**src/rtl/oned_hysteresis_trigger.sv**
```systemverilog
// Hysteresis trigger: turns a filtered sample stream into a debounced "target present" level
// with rise/fall pulses, per-episode peak capture and a saturating rise counter.
module oned_hysteresis_trigger #(
    parameter int DWELL_ON  = 4,
    parameter int DWELL_OFF = 4,
    parameter int COUNT_W   = 16
) (
    input  logic               clk,
    input  logic               reset,
    input  logic [7:0]         sample_in,
    input  logic               sample_valid,
    input  logic [7:0]         thresh_hi,
    input  logic [7:0]         thresh_lo,
    output logic               active,
    output logic               rise_pulse,
    output logic               fall_pulse,
    output logic [7:0]         peak_out,
    output logic [COUNT_W-1:0] event_count
);

    typedef enum logic [1:0] {IDLE, ARMING, ACTIVE, RELEASING} state_t;

    localparam logic [7:0] ON_LAST  = 8'(DWELL_ON);
    localparam logic [7:0] OFF_LAST = 8'(DWELL_OFF);

    state_t     state, state_nxt;
    logic [7:0] dwell_cnt, dwell_nxt, cnt_inc;
    logic [7:0] peak, peak_nxt, peak_max;
    logic       hi_hit, lo_hit, rise_nxt, fall_nxt;

    assign hi_hit   = sample_in >= thresh_hi;
    assign lo_hit   = sample_in <= thresh_lo;
    assign cnt_inc  = 8'(dwell_cnt + 8'd1);
    assign peak_max = (sample_in > peak) ? sample_in : peak;

    always_comb begin
        state_nxt = state;
        dwell_nxt = dwell_cnt;
        peak_nxt  = peak;
        rise_nxt  = 1'b0;
        fall_nxt  = 1'b0;
        if (sample_valid) begin
            case (state)
                IDLE: begin
                    if (hi_hit) begin
                        peak_nxt = sample_in;
                        if (DWELL_ON == 1) begin
                            state_nxt = ACTIVE;
                            dwell_nxt = 8'd0;
                            rise_nxt  = 1'b1;
                        end else begin
                            state_nxt = ARMING;
                            dwell_nxt = 8'd1;
                        end
                    end
                end
                ARMING: begin
                    peak_nxt = peak_max;
                    if (!hi_hit) begin
                        state_nxt = IDLE;
                        dwell_nxt = 8'd0;
                    end else if (cnt_inc == ON_LAST) begin
                        state_nxt = ACTIVE;
                        dwell_nxt = 8'd0;
                        rise_nxt  = 1'b1;
                    end else begin
                        dwell_nxt = cnt_inc;
                    end
                end
                ACTIVE: begin
                    peak_nxt = peak_max;
                    if (lo_hit) begin
                        if (DWELL_OFF == 1) begin
                            state_nxt = IDLE;
                            dwell_nxt = 8'd0;
                            fall_nxt  = 1'b1;
                        end else begin
                            state_nxt = RELEASING;
                            dwell_nxt = 8'd1;
                        end
                    end
                end
                RELEASING: begin
                    peak_nxt = peak_max;
                    if (!lo_hit) begin
                        state_nxt = ACTIVE;
                        dwell_nxt = 8'd0;
                    end else if (cnt_inc == OFF_LAST) begin
                        state_nxt = IDLE;
                        dwell_nxt = 8'd0;
                        fall_nxt  = 1'b1;
                    end else begin
                        dwell_nxt = cnt_inc;
                    end
                end
                default: begin
                    state_nxt = IDLE;
                    dwell_nxt = 8'd0;
                end
            endcase
        end
    end

    always_ff @(posedge clk) begin
        if (reset) begin
            state       <= IDLE;
            dwell_cnt   <= 8'd0;
            peak        <= 8'd0;
            active      <= 1'b0;
            rise_pulse  <= 1'b0;
            fall_pulse  <= 1'b0;
            peak_out    <= 8'd0;
            event_count <= '0;
        end else begin
            state      <= state_nxt;
            dwell_cnt  <= dwell_nxt;
            peak       <= peak_nxt;
            active     <= (state_nxt == ACTIVE) || (state_nxt == RELEASING);
            rise_pulse <= rise_nxt;
            fall_pulse <= fall_nxt;
            // The closing sample itself may be the episode maximum.
            if (fall_nxt)
                peak_out <= peak_max;
            if (rise_nxt && (event_count != '1))
                event_count <= event_count + COUNT_W'(1);
        end
    end

endmodule

```
**config.mk**
```make
export PLATFORM = sky130hd
export DESIGN_NAME = oned_hysteresis_trigger
export DESIGN_NICKNAME = d
export VERILOG_FILES = /design/src/rtl/oned_hysteresis_trigger.sv
export SDC_FILE = /design/constraint.sdc
export NUM_CORES = 1
export LEC_CHECK = 0
export CORE_UTILIZATION = 48
export CTS_BUF_LIST = sky130_fd_sc_hd__clkbuf_2 sky130_fd_sc_hd__clkbuf_4 sky130_fd_sc_hd__clkbuf_8
export CTS_CLUSTER_SIZE = 40
export DETAILED_ROUTE_END_ITERATION = 6
export GPL_ROUTABILITY_DRIVEN = 1
export GPL_TIMING_DRIVEN = 1
export PLACE_DENSITY = 0.9
export SETUP_SLACK_MARGIN = 0.02
export SYNTH_ARGS = -nofsm -noshare
export SYNTH_HDL_FRONTEND = slang
export SYNTH_SLANG_ARGS = --single-unit
```
**constraint.sdc**
```tcl
create_clock -name clk -period 2.6 [get_ports clk]
set_input_delay 0.78 -clock clk [delete_from_list [all_inputs] [get_ports clk]]
set_output_delay 0.78 -clock clk [all_outputs]
set_load 0.02 [all_outputs]
```
### Word-level counts from Yosys, hierarchy flattened

Cells that the tools add are included.

* flip-flop bits (word level): 45
* bits of input ports: 27
* output and inout bits: 27
* word-level logic and storage cells: 52

* add/subtract/negate cells: 2
* order comparisons: 3
* eq/ne operators: 9
* multiplexer cells: 24
* reductions and logical operators: 6

Operators by type and width (count)
* $mux 8: 7
* $pmux 8 s4: 1
* $add 16x1->16 const B: 1
* $ne 16x16->1 const B: 1
* $pmux 8 s2: 1
* $mux 2: 7
* $add 8x1->8 const B: 1
* $eq 2x2->1 const B: 4
* $eq 8x3->1 const B: 1
* $ge 8x8->1: 1
* $gt 8x8->1: 1
* $le 8x8->1: 1
* $pmux 2 s4: 1
* $mux 1: 7
* $ne 2x2->1 const B: 2
* $reduce_and 3->1: 1
* $reduce_or 3->1: 1
* $eq 2x1->1 const B: 1
* $logic_not 2->1: 1
* $reduce_and 2->1: 1
* $logic_and 1x1->1: 1
* $logic_or 1x1->1: 1

### Longest topological paths before layout

* word-level depth: 8
* mapped depth: 10

### Least setup slack after synthesis

Ideal clock, no wire load.

* path kind: input to register
* start point: input thresh_hi[1]
* end point: register dwell_cnt[3]
* library setup time: 0.122 ns
* data arrival time: 2.559 ns
* data required time: 2.478 ns
* setup slack: -0.081 ns
* stages: 8
* path buffers: 0
* path through: inv_1 ha_1 or4_1 a21oi_1 o31ai_4 o211ai_2 nor3_1 a221o_1

* longest elaborated chain between the ends: 3
* elaborated cells between the ends (all ways): 5

Ends and longest elaborated chain
* start: declaration: line 12 `input logic [7:0] thresh_hi,`
* $ge 8x8->1 (*): line 31 `assign hi_hit = sample_in >= thresh_hi;`
* $mux 8 or $ne 2x2->1 (tied branches)
* $pmux 8 s4 or $reduce_and 3->1 (tied branches)
* end signal: assignment: line 116 `dwell_cnt <= dwell_nxt;`
* end: declaration: line 27 `logic [7:0] dwell_cnt, dwell_nxt, cnt_inc;`

Every way passes the cells marked *; elsewhere a longest branch is shown, timed or not.
A chain may end at the register's enable or synchronous reset.

### Worst setup path in the final report

* start point: input thresh_lo[4]
* end point: register state[0]

* longest elaborated chain between the ends: 4
* elaborated cells between the ends (all ways): 5

Ends and longest elaborated chain
* start: declaration: line 13 `input logic [7:0] thresh_lo,`
* $le 8x8->1 (*): line 32 `assign lo_hit = sample_in <= thresh_lo;`
* $mux 2 (on tied branches): line 85, 72
* $pmux 2 s4 (*): line 43 `case (state)`
* $mux 2 (*): line 42 `if (sample_valid) begin`
* end signal: assignment: line 115 `state <= state_nxt;`
* end: declaration: line 26 `state_t state, state_nxt;`

Marked as above.

==> flow_summary.yaml <==
outcome:
  status: "finished, violations left"
  failed_checks: "negative setup slack"
yosys:
  synth_top_family_by_area: "simple AND/OR/NAND/NOR gates"
  synth_compound_area_frac: 0.202
  synth-seq-cells: 45
  synth_xor_area_frac: 0.0164
  yosys.area.top_type: "dfxtp_1"
  syn_nets: 365
  synthesis.area_per_instance_um2: 8.55
  synth_area_leaders: "dfxtp_1, ha_1, a21oi_1"
  ys_types: 49
  ys_seq_area_frac: 0.338
  synth_top_cell_area_share: 0.338
  synth_edf_count: 0
  synth_fa_ha_area_frac: 0.122
  netlist_area_um2: 2670
  synth.area.mux_share: 0.0417
  synthCells: 312
  yosys_warnings: 0
  async_flop_share: 0
  synth_ff_type: "dfxtp_1"
  yosys.area_share.simple: 0.222
timing:
  setup_slack_ns: -0.0712
  fin_crit_sh: 1.03
  setup_viol: 4
  period_needed_ns: 2.67
  max-slew-margin-rel: 0.607
  fmax_mhz: 374
  tightest_slew_ns: 0.588
  finalMaxSlewViolations: 0
  hold_viol_final: 0
  skew_ns: 0.0137
  setup-tns-final_ns: -0.166
routing:
  drtIter0Drc: 334
  wire_per_inst_um: 20.1
  viasPerCell: 6.38
  drt-pass1-iter-count: 5
  drc_errors: 0
  ant_nets: 0
  routed_wirelength_um: 9410
  route.vias.total: 2993
floorplanning:
  initial_core_util: 0.510
  die_h_um: 76.6
  rows: 26
  io_pins: 54
  die_w_um: 76.6
  fp.coreArea_um2: 5240
  die_area_um2: 5860
clock_network:
  clock-sinks: 45
  clock_path_buffers: 2
  path_clk_slew_ns: 0.10
  ctsRootBufferMaster: "clkbuf_8"
  cts_buffers: 5
  insertion_delay_ns: 0.31
  cts_tree: "yes"
  h-tree-depth: 2
  postCtsHoldBufs: 0
global_route:
  grt_usage: 0.299
  top_usage_layer: "met2"
  grt_max_degree: 23
  antenna_found_initial: 0
  grt_pass1_wl_um: 13800
  met1_usage: 0.355
  gr-usage-met3: 0.0754
  gr-total-overflow: 0
  grt_pass1_vias: 2830
  met2_usage: 0.476
placed_design:
  pre_cts_slack_ns: -0.691
  port-buffer-count: 53
  hpwl_um: 4990
  gp_congestion: 0.882
cells_and_area:
  fill_cells: 310
  drive_gt1_frac: 0.311
  syn_to_final_growth_pct: 48.9
  n_antenna_cell: 0
  multi_input_comb_area_um2: 1960
  regArea_um2: 902
  finalNetCount: 451
hold_path:
  hold_path_class: "reg -> reg"
  min_from: "peak_out[6]"
worst_setup_path:
  path_max_fanout: 4
  critPathArrivalTime_ns: 2.90
  end_kind: "flop"
  crit_type: "in -> reg"
  cp.required_ns: 2.83
  startpoint: "thresh_lo[4]"
  r2r-start: "event_count[8]"
  crit_path_start_kind: "input pin"
pwr:
  ir_drop_mv: 0.350
  power_density_nw_per_um2: 392
  total_power_mw: 1.56
  leakage_nw: 1.58
job:
  cap_violations: 0
[cell families after synthesis]
logic type / after synthesis
muxes: 11
buffers and inverters: 39
AOI/OAI and AO/OA: 75
and+or+nand+nor: 111
DFF: 45
adders and majority gates: 26
xor gates and xnor gates: 5
[cell usage after synthesis, types with 3 or more instances]
library cell and instances:
dfxtp_1 45, nor2_1 29, inv_1 27, ha_1 26
a21oi_1 23, nand2_1 22, nand3_1 12, mux2i_1 10
a211oi_1 9, a22o_1 9, nand4_1 8, or4_1 8
clkbuf_1 7, o21ai_0 7, or3_1 7, o31ai_1 6
nor3_1 5, xor2_1 5, a21o_1 3, a221o_1 3
and3_1 3, and4_1 3, nand2b_1 3, nor2b_1 3
[per-layer routing]
layer	up-vias	wire length [um]
met5	-	0
met4	0	596
met3	61	781
met2	195	4500
met1	1414	3530
li1	1323	-
[final timing paths]
check                   end  cells after the start  slack (ns)
max                state[0]                     10       -0.07
min             peak_out[6]                      2        0.50
max reg2reg  event_count[1]                      9        0.16
min reg2reg     peak_out[6]                      2        0.50
[cell usage in the layout (no fill, tap or decap), types with 6 or more instances in the layout]
cell type | netlist | final
a211oi_1 | 9 | 7
a21oi_1 | 23 | 14
a21oi_2 | 0 | 7
a22o_1 | 9 | 9
buf_4 | 0 | 31
clkbuf_2 | 0 | 7
clkdlybuf4s50_1 | 0 | 31
dfxtp_1 | 45 | 44
ha_1 | 26 | 12
ha_4 | 0 | 13
inv_1 | 27 | 13
inv_2 | 0 | 11
mux2i_1 | 10 | 10
nand2_1 | 22 | 21
nand3_1 | 12 | 10
nand4_1 | 8 | 8
nor2_1 | 29 | 28
o31ai_1 | 6 | 6
or3_1 | 7 | 6
[cell type report]
cell class,count,share of cell area
Multi-Input combinational cell,228,0.494
Sequential cell,45,0.227
Timing Repair Buffer,91,0.207
Inverter,27,0.0286
Tap cell,70,0.0220
Clock buffer,6,0.0192
Clock inverter,2,0.00252
[where the power goes]
part | internal, mW | switching, mW
registers | 0.700 | 0.0139
clock network | 0.197 | 0.252
logic | 0.191 | 0.202
[critical path: stages]
cell and delay (ns):
clkdlybuf4s50_1 0.48, inv_1 0.08, ha_1 0.30, and4_4 0.24, nand2_4 0.06, nand4_1 0.14, o211ai_4 0.15, buf_6 0.17
or3_4 0.34, a21oi_2 0.16
[flip-flops by register name (all words and copies together) (netlist names)]
| name | flops |
|---|---|
| active | 1 |
| event_count | 16 |
| state | 2 |
| peak | 8 |
| dwell_cnt | 8 |
| fall_pulse | 1 |
| rise_pulse | 1 |
| peak_out | 8 |
[per-stage QoR]
stage	std cells	cell area (um2)	util	hold slack [ns]
after global placement	451	3540	0.675	0.482
final	469	3980	0.759	0.501
after detailed placement	451	3540	0.675	0.489
after global routing	469	3980	0.759	0.522
after floorplan	312	2750	-	0.464
after CTS	464	3820	0.729	0.503
[what timing repair did]
action	in CTS	in global routing
cloned	1	0
buffers inserted	4	5
resized for setup	55	56
pin swaps	25	25
endpoints found under the setup margin	41	37
Power figures use the tool's default switching activity.
